File: config.mk
export PLATFORM = sky130hd
export DESIGN_NAME = fip_32_cramer_solve
export DESIGN_NICKNAME = d
export VERILOG_FILES = /design/src/rtl/fip_32_cramer_solve.sv
export SDC_FILE = /design/constraint.sdc
export NUM_CORES = 1
export LEC_CHECK = 0
export CAP_MARGIN = 20
export CORE_ASPECT_RATIO = 1.25
export CORE_UTILIZATION = 40
export DETAILED_ROUTE_END_ITERATION = 10
export PLACE_DENSITY = 0.59
export SETUP_SLACK_MARGIN = 0.05
export SYNTH_ARGS = -nofsm -noshare
export SYNTH_HDL_FRONTEND = slang
export SYNTH_SLANG_ARGS = --single-unit
File: constraint.sdc
create_clock -name i_clk -period 9.8 [get_ports i_clk]
set_input_delay 0.98 -clock i_clk [delete_from_list [all_inputs] [get_ports i_clk]]
set_output_delay 0.98 -clock i_clk [all_outputs]
set_load 0.05 [all_outputs]
File: src/rtl/fip_32_cramer_solve.sv
// Cramer's-rule quotient stage for a ray/triangle intersection.
// Takes four signed Q16.16 determinants, divides the t, beta and gamma
// numerators by the system determinant with three parallel restoring
// dividers, saturates the results to Q16.16 and raises a hit flag.
// Handshake: valid/ready on both sides, one set in flight at a time.
module fip_32_cramer_solve #(
  parameter int                 FRA_BITS = 16,
  parameter logic signed [31:0] DET_EPS  = 32'sd16,
  parameter logic signed [31:0] T_MIN    = 32'sd0
) (
  input  logic        i_clk,
  input  logic        i_rstn,
  input  logic        i_valid,
  output logic        o_ready,
  input  logic [31:0] i_det_a,
  input  logic [31:0] i_det_t,
  input  logic [31:0] i_det_b,
  input  logic [31:0] i_det_g,
  output logic        o_valid,
  input  logic        i_ready,
  output logic [31:0] o_t,
  output logic [31:0] o_beta,
  output logic [31:0] o_gamma,
  output logic        o_hit,
  output logic        o_busy
);

  // Dividend is a 33-bit magnitude shifted up by FRA_BITS; 48 bits holds it
  // and the quotient shares the same shift register, one bit per cycle.
  localparam int         W    = 48;
  localparam int         RW   = 34;
  localparam logic [5:0] LAST = 6'(W - 1);

  typedef enum logic [1:0] {S_IDLE, S_CHECK, S_DIV, S_DONE} state_t;

  state_t       state_q, state_d;
  logic [31:0]  det_a_q;
  logic [31:0]  num_q   [3];   // 0: t, 1: beta, 2: gamma numerators
  logic [W-1:0] dq_q    [3];   // dividend shifting out, quotient shifting in
  logic [RW-1:0] rem_q  [3];
  logic [5:0]   cnt_q;

  logic [32:0]  mag_a;
  logic         degen;
  logic [RW:0]  div_ext;
  logic [RW:0]  rem_sh  [3];
  logic [2:0]   q_bit;
  logic [W-1:0] dq_d    [3];
  logic [RW-1:0] rem_d  [3];
  logic [31:0]  res     [3];
  logic         res_hit;
  logic signed [32:0] bg_sum;

  // Two's-complement magnitude in 33 bits so that 0x80000000 has a home.
  function automatic logic [32:0] abs33(input logic [31:0] v);
    logic [32:0] e;
    e = {v[31], v};
    return v[31] ? (33'd0 - e) : e;
  endfunction

  // Apply the sign and clamp the quotient magnitude into signed 32 bits.
  function automatic logic [31:0] sat_q(input logic [W-1:0] q, input logic neg);
    if (q == '0)
      return 32'h0000_0000;
    else if (neg)
      return (q >= 48'h0000_8000_0000) ? 32'h8000_0000 : (32'd0 - q[31:0]);
    else
      return (q > 48'h0000_7FFF_FFFF) ? 32'h7FFF_FFFF : q[31:0];
  endfunction

  // Degenerate detection on the registered system determinant.
  always_comb begin
    mag_a   = abs33(det_a_q);
    div_ext = {2'b00, mag_a};
    degen   = $signed({1'b0, mag_a}) <= $signed({{2{DET_EPS[31]}}, DET_EPS});
  end

  // One restoring-division step for each divider, plus the results the
  // final step would produce.
  always_comb begin
    // NOTE: every variable assigned in a combinational block gets a value on
    // every path; otherwise a latch is inferred.
    q_bit  = '0;
    bg_sum = '0;
    for (int i = 0; i < 3; i++) begin
      rem_sh[i] = {rem_q[i], dq_q[i][W-1]};
      q_bit[i]  = rem_sh[i] >= div_ext;
      rem_d[i]  = q_bit[i] ? RW'(rem_sh[i] - div_ext) : RW'(rem_sh[i]);
      dq_d[i]   = {dq_q[i][W-2:0], q_bit[i]};
      res[i]    = sat_q(dq_d[i], num_q[i][31] ^ det_a_q[31]);
    end
    bg_sum  = $signed({res[1][31], res[1]}) + $signed({res[2][31], res[2]});
    res_hit = !res[1][31] && !res[2][31] && (bg_sum <= 33'sh0_0001_0000) &&
              ($signed(res[0]) >= T_MIN);
  end

  // State register.
  always_ff @(posedge i_clk) begin
    // NOTE: reset is synchronous: it only takes effect at a clock edge, and
    // it overrides every other condition in the same cycle.
    if (!i_rstn) state_q <= S_IDLE;
    else         state_q <= state_d;
  end

  // Next-state logic.
  always_comb begin
    state_d = state_q;
    unique case (state_q)
      S_IDLE:  if (i_valid)        state_d = S_CHECK;
      S_CHECK: state_d = degen ? S_DONE : S_DIV;
      S_DIV:   if (cnt_q == LAST)  state_d = S_DONE;
      S_DONE:  if (i_ready)        state_d = S_IDLE;
      default: state_d = S_IDLE;
    endcase
  end

  // Handshake and status outputs decoded from the state.
  always_comb begin
    o_ready = (state_q == S_IDLE);
    o_valid = (state_q == S_DONE);
    o_busy  = (state_q == S_CHECK) || (state_q == S_DIV);
  end

  // Operand capture and divider datapath.
  always_ff @(posedge i_clk) begin
    // NOTE: the datapath registers are not reset; the FSM never reads them
    // before an accepted set has overwritten them.
    if (state_q == S_IDLE && i_valid) begin
      det_a_q  <= i_det_a;
      num_q[0] <= i_det_t;
      num_q[1] <= i_det_b;
      num_q[2] <= i_det_g;
    end
    if (state_q == S_CHECK) begin
      cnt_q <= '0;
      for (int i = 0; i < 3; i++) begin
        dq_q[i]  <= W'(abs33(num_q[i])) << FRA_BITS;
        rem_q[i] <= '0;
      end
    end else if (state_q == S_DIV) begin
      cnt_q <= cnt_q + 6'd1;
      for (int i = 0; i < 3; i++) begin
        dq_q[i]  <= dq_d[i];
        rem_q[i] <= rem_d[i];
      end
    end
  end

  // Result registers: written only when entering DONE, held otherwise.
  always_ff @(posedge i_clk) begin
    if (!i_rstn) begin
      o_t     <= '0;
      o_beta  <= '0;
      o_gamma <= '0;
      o_hit   <= 1'b0;
    end else if (state_q == S_CHECK && degen) begin
      o_t     <= '0;
      o_beta  <= '0;
      o_gamma <= '0;
      o_hit   <= 1'b0;
    end else if (state_q == S_DIV && cnt_q == LAST) begin
      o_t     <= res[0];
      o_beta  <= res[1];
      o_gamma <= res[2];
      o_hit   <= res_hit;
    end
  end

endmodule

==> key figures, run 1 <==
Outcome
  • Run status: finished, final reports clean

Logic synthesis
  • Most instantiated flip-flop cell in the synthesis netlist: edfxtp_1
  • Count of state elements after synthesis: 479
  • Share of Yosys cell area claimed by the top area cell type: 36.2%
  • Synth top cells by count: nand2_1, edfxtp_1, nor2_1, o21ai_0, a21oi_1
  • Count of warnings emitted by yosys: 0
  • Synth Instances: 3,390
  • Most common cell in the netlist: nand2_1
  • EDFF count, synth: 374
  • Share of the yosys chip area belonging to registers: 43.0%
  • Most area-consuming cells after synthesis: edfxtp_1, dfxtp_1, ha_1
  • Async S/R FF share, synth: 0%
  • Mapped Avg Cell Area: 9.14 sq um
  • Total standard cell area after synthesis: 31,000 sq um
  • Dominant cell type by area after synthesis: edfxtp_1
  • Unique cell type count in the Yosys netlist: 99

Clock tree
  • Clock slew at the register clock pins of the worst setup and hold paths: 60 ps
  • Number of hold-repair buffers added at the cts stage: 0
  • Number of clock sinks: 479
  • TritonCTS clock tree: yes
  • Later-pin clock latency in the skew report: 650 ps
  • Depth of the CTS H-tree: 2
  • Root Buffer: clkbuf_16
  • Buffers from clock root to sink, at most: 3
  • Num CTS Buffers: 53

Global routing
  • Wire length of the first global-routing pass: 147 mm
  • Maximum number of pins on one net before global-route repair: 136
  • Remaining Overflow, GRT: 0
  • Initial antenna violation count: 2
  • Via count of the first global-routing pass: 25,554
  • Total global routing track utilization: 23.8%

Finish
  • Fin nets: 3,893
  • Fill count: 7,397
  • Final std cell area, no fill: 36,500 sq um
  • Layout cells sized above 1: 7.57%
  • Area growth from synthesis to layout: 17.9%
  • Area of combinational cells with multiple inputs: 16,800 sq um
  • Sequential standard cell area: 13,300 sq um

STA
  • Achievable frequency: 0.109 GHz
  • Setup repair after global routing missed its margin: no
  • Max-slew violation count: 0
  • Share of the clock period used by the worst path after layout: 93.9%
  • Minimum clock period: 9200 ps
  • Final setup viols: 0
  • Setup WS post-layout: 596 ps
  • Final hold violation count: 0
  • Worst slew margin: 20.5%
  • Final setup TNS: 0 ps
  • Transition time at the pin with the least slew margin: 1180 ps
  • Worst clock skew on the final layout: 36.9 ps

Worst setup path
  • Slowest-stage cell, CP: or4_4
  • Worst Path Class, Setup: reg -> reg
  • CP arrival: 9760 ps
  • Required time at the endpoint of the critical path: 10,350 ps
  • Element type at the critical path start: flop
  • Crit path max fanout: 8
  • Biggest cell delay along the critical path: 590 ps
  • Category of the worst setup path capture point: flop

Detailed routing
  • DRT Pass-1 Iters: 6
  • Per-cell routed wire length: 20.5 um
  • DR vias/cell: 5.75
  • Total wire length after detailed routing: 95.3 mm
  • Number of remaining DRC errors: 0
  • Number of nets still failing antenna checks after routing: 0
  • Vias after detailed routing: 26,697
  • Initial DRC Count: 2,084

Hold path
  • Class of the tightest hold or removal check: reg -> reg

Pwr
  • Peak supply drop: 0.289 mV
  • Total power: 13.4 mW
  • Power share of the clock group: 15.0%
  • Combinational fraction of design power: 55.2%
  • Leakage power: 13.3 nW
  • Psw: 6.09 mW
  • Fraction of power consumed by sequential logic: 29.8%
  • Fraction of power spent switching nets: 45.6%
  • Ratio of total power to cell area: 365 nW/um^2
  • Internal power contribution: 7.26 mW

Die
  • Starting Density: 40.6%
  • Full die area: 78,600 sq um
  • Y dimension of the die: 313 um
  • Standard-cell rows: 113
  • Core footprint: 76,300 sq um
  • Chip Width: 251 um
  • Io pins: 232

Placed design
  • # port buffers: 231
  • Instance area at placement: 34,700 sq um
  • Weighted congestion reported at the end of routability-driven placement: 0.930
  • Post-place setup slack: 341 ps
  • HPWL after DPL: 70.8 mm

Run
  • Max capacitance violation total: 0
what timing repair did:
item                                    CTS  global route
resized for setup                         0            18
endpoints found under the setup margin    0             1
setup buffers                             0             4
stage by stage:
| stage | cells | hold WS [ps] | utilization (%) |
|---|---|---|---|
| after floorplan | 3392 | 458 | - |
| after global placement | 4534 | 443 | 45.5 |
| final | 4641 | 453 | 47.9 |
| after CTS | 4633 | 453 | 47.7 |
| after global routing | 4640 | 475 | 47.9 |
| after detailed placement | 4534 | 445 | 45.5 |
cell usage in the layout (no fill, tap or decap), types with 30 or more instances in the layout:
cell type	count
a211oi_1	41
dfxtp_1	105
xnor2_1	70
a21o_1	75
or3_1	73
nor3_1	108
edfxtp_1	374
nand4_1	30
nor4_1	37
clkbuf_16	53
ha_1	137
buf_4	107
nor2_1	337
mux2i_1	32
xor2_1	139
inv_1	87
nand3_1	56
and2_1	55
clkdlybuf4s50_1	231
o21ai_0	286
nand2_1	401
nand2b_1	35
a21oi_1	216
o31ai_1	49
final cells by class:
class                      instances  share of cell area, %
clock inverter                    35                  0.890
sequential                       479                   36.5
multi-input combinational       2653                   45.9
inverter                          90                  0.941
tap                              977                   3.34
antenna                            3                 0.0205
timing repair buffer             340                   8.59
clock buffer                      64                   3.83
registers in the layout, indices dropped and copies added, names as in the netlist:
name,cells
cnt_q,6
det_a_q,32
dq_q,144
num_q,96
o_beta,32
o_gamma,32
o_hit,1
o_t,32
rem_q,102
state_q,2
routing by layer:
layer  up-vias  global-route usage [%]  wire length [um]
met3       170                    2.89              4830
met2       800                    39.6             44600
met1     12659                    31.3             41800
li1      13068                       -                 -
met5         -                       0                 0
met4         0                    10.2              4160
power groups by stage:
stage	logic, mW	registers [mW]	clock network, mW
detailed placement	7.25	3.99	0
CTS	7.29	3.96	2.07
global route	8.17	4.08	2.14
floorplan	5.33	3.91	0
global placement	7.25	3.99	0
finish	7.37	3.98	2.01
worst max-delay path, delay by kind of cell, from the launching register on:
family,cells,cell delay [ps]
and+or+nand+nor,14,3910
AOI/OAI and AO/OA,14,3300
adders and majority gates,3,920
DFF,1,400
buffers and inverters,2,310
xor gates and xnor gates,1,240
logic make-up after synthesis:
family	synth area share [%]
other	0.0121
AOI/OAI and AO/OA	20.7
adders and majority gates	5.97
buffers and inverters	3.38
xor gates and xnor gates	6.18
and+or+nand+nor	19.6
DFF	43.0
muxes	1.14
path summary, 6_finish.rpt:
kind / cells past startpoint / slack (ps) / endpoint / startpoint
worst max-delay path: 34 / 600 / o_hit$_SDFFE_PP0P_ / det_a_q[3]$_DFFE_PP_
worst min-delay path: 2 / 450 / o_beta[13]$_SDFFE_PP0P_ / o_beta[13]$_SDFFE_PP0P_
worst max register to register: 34 / 600 / o_hit$_SDFFE_PP0P_ / det_a_q[3]$_DFFE_PP_
worst min register to register: 2 / 450 / o_beta[13]$_SDFFE_PP0P_ / o_beta[13]$_SDFFE_PP0P_
Power figures use the tool's default switching activity.
==> run 2: changes to the inputs <==
- CAP_MARGIN: 20 -> default
- clock period: 9.8 -> 8 ns (I/O delays scaled with it)
==> run 2 against run 1 <==
  * The flow now finishes with violations (negative setup slack)
  * Final cell count grew 8.1%
  * First-iteration DRC count shrank 4.5%
  * Via count grew 4.7%
  * Flip-flop and latch count is the same
  * Global-route usage grew 0.78 points
  * Setup slack lost 930 ps
  * Non-clock buffer count grew 376
  * Routed wire length grew 3.3%
  * Utilization grew 4.4 points
  * Largest cell class unchanged
  * Largest power group unchanged
==> key figures, run 2 (same netlist as run 1, synthesis figures left out) <==
Outcome
  • Run status: finished with violations
  • Failing checks: negative setup slack

Finish
  • Commonest non-fill, non-tap cell in the layout: buf_4
  • Final std cell area, no fill: 39,900 sq um
  • Largest registers in the final layout: dq_q x144, rem_q x102, num_q x96
  • Leading cell types in the layout, fill and taps excluded: buf_4, nand2_1, edfxtp_1
  • Area growth from synthesis to layout: 28.9%
  • Largest register FFs: 144
  • Fin nets: 4,269
  • Fill count: 7,145
  • Register ranked first by flip-flop count: dq_q
  • Layout cells sized above 1: 17.7%

Detailed routing
  • Number of nets still failing antenna checks after routing: 0
  • DRT Pass-1 Iters: 5
  • Initial DRC Count: 1,991
  • Total wire length after detailed routing: 98.5 mm
  • Number of remaining DRC errors: 0
  • DR vias/cell: 5.57
  • Vias after detailed routing: 27,953
  • Per-cell routed wire length: 19.6 um

Worst setup path
  • Launch point of the critical path: det_a_q[5]$_DFFE_PP_
  • Worst r2r path cells: 36
  • Slowest-stage cell, CP: or4_4
  • Required time at the endpoint of the critical path: 8550 ps
  • Capture point of the worst reg-to-reg path: o_hit$_SDFFE_PP0P_
  • Worst Path Class, Setup: reg -> reg
  • CP arrival: 8890 ps
  • Biggest cell delay along the critical path: 570 ps
  • Category of the worst setup path capture point: flop
  • Crit path max fanout: 6
  • Flop-to-flop setup slack: -340 ps
  • Element type at the critical path start: flop
  • Startpoint of the worst-slack reg-to-reg timing path: det_a_q[5]$_DFFE_PP_

Placed design
  • Weighted congestion reported at the end of routability-driven placement: 0.928
  • Instance area at placement: 37,600 sq um
  • # port buffers: 231
  • HPWL after DPL: 73.9 mm

Global routing
  • Initial antenna violation count: 3
  • Total global routing track utilization: 24.6%
  • Remaining Overflow, GRT: 0
  • Via count of the first global-routing pass: 26,856
  • Wire length of the first global-routing pass: 152 mm
  • Maximum number of pins on one net before global-route repair: 199

Clock tree
  • Depth of the CTS H-tree: 2
  • Buffers from clock root to sink, at most: 3
  • Later-pin clock latency in the skew report: 640 ps
  • Clock slew at the register clock pins of the worst setup and hold paths: 70 ps
  • Num CTS Buffers: 53
  • Number of hold-repair buffers added at the cts stage: 0
  • TritonCTS clock tree: yes
  • Root Buffer: clkbuf_16
  • Number of clock sinks: 479

STA
  • Setup repair after global routing missed its margin: yes
  • Achievable frequency: 0.120 GHz
  • Max-slew violation count: 0
  • Final setup TNS: -338 ps
  • Transition time at the pin with the least slew margin: 1160 ps
  • Setup WS post-layout: -338 ps
  • Worst slew margin: 22.0%
  • Share of the clock period used by the worst path after layout: 104%
  • Final hold violation count: 0
  • Worst clock skew on the final layout: 19.5 ps
  • Final setup viols: 1
  • Minimum clock period: 8340 ps

Die
  • Io pins: 232
  • Standard-cell rows: 113
  • Core footprint: 76,300 sq um
  • Y dimension of the die: 313 um
  • Full die area: 78,600 sq um
  • Starting Density: 40.6%
  • Chip Width: 251 um

Hold path
  • Class of the tightest hold or removal check: reg -> reg
  • Start point of the worst hold path: o_beta[13]$_SDFFE_PP0P_
  • Worst Hold Path Cells: 2
  • Destination of the worst hold path: o_beta[13]$_SDFFE_PP0P_

Pwr
  • Ratio of total power to cell area: 457 nW/um^2
  • Total power: 18.3 mW
  • Leakage power: 15.2 nW
  • Peak supply drop: 0.291 mV

Run
  • Max capacitance violation total: 0
run 2: worst max path at each step:
stage | to | cells after the start
finish | o_hit$_SDFFE_PP0P_ | 36
global route | o_hit$_SDFFE_PP0P_ | 36
CTS | o_hit$_SDFFE_PP0P_ | 33
detailed placement | o_hit$_SDFFE_PP0P_ | 36
global placement | o_hit$_SDFFE_PP0P_ | 35
floorplan | o_hit$_SDFFE_PP0P_ | 43
run 2: per-layer routing:
layer / routed length, um / vias up / part of all wire (%) / global-route usage (%)
met5: 0 / - / 0 / 0
met4: 3780 / 0 / 3.8 / 10.1
met3: 3990 / 156 / 4.0 / 2.41
met2: 47600 / 686 / 48 / 42.2
met1: 43100 / 13299 / 44 / 31.8
li1: - / 13812 / - / -
run 2: critical path: cells and delay by family, from the launching register on:
| kind | cells | cell delay, ps |
|---|---|---|
| xor+xnor | 1 | 170 |
| buf+inv | 4 | 510 |
| flops | 1 | 390 |
| compound gates | 18 | 3550 |
| simple gates | 10 | 2900 |
| fa+ha+maj | 3 | 750 |
run 2: cell type report:
cell class / count / area [sq um] / area share, %
flip-flops and latches: 479 / 13300 / 33.4
multi-input cells: 2653 / 17200 / 43.0
inverters: 90 / 347 / 0.868
diodes: 3 / 7.51 / 0.0188
repair buffers: 716 / 6040 / 15.1
clock inverters: 32 / 320 / 0.802
well taps: 977 / 1220 / 3.06
clock buffers: 67 / 1500 / 3.74
run 2: per-stage QoR:
stage	hold WS, ps	util, %	std cells	setup WS [ps]
2_1_floorplan	458	-	3392	-787
3_3_place_gp	438	49.2	4891	-730
3_5_place_dp	444	49.2	4891	-772
4_1_cts	451	51.9	5005	-484
5_1_grt	472	52.3	5017	-806
6_report	448	52.3	5017	-338
run 2: what timing repair did:
action	in CTS	in global routing
resized for setup	33	52
gates cloned	0	0
buffers inserted	15	9
setup endpoints to repair	1	1
pin swaps	30	41
run 2: report_power, final:
part | total (mW) | internal, mW | switching (mW)
clock network | 2.57 | 1.49 | 1.08
logic | 10.8 | 4.79 | 6.03
registers | 4.86 | 4.03 | 0.830
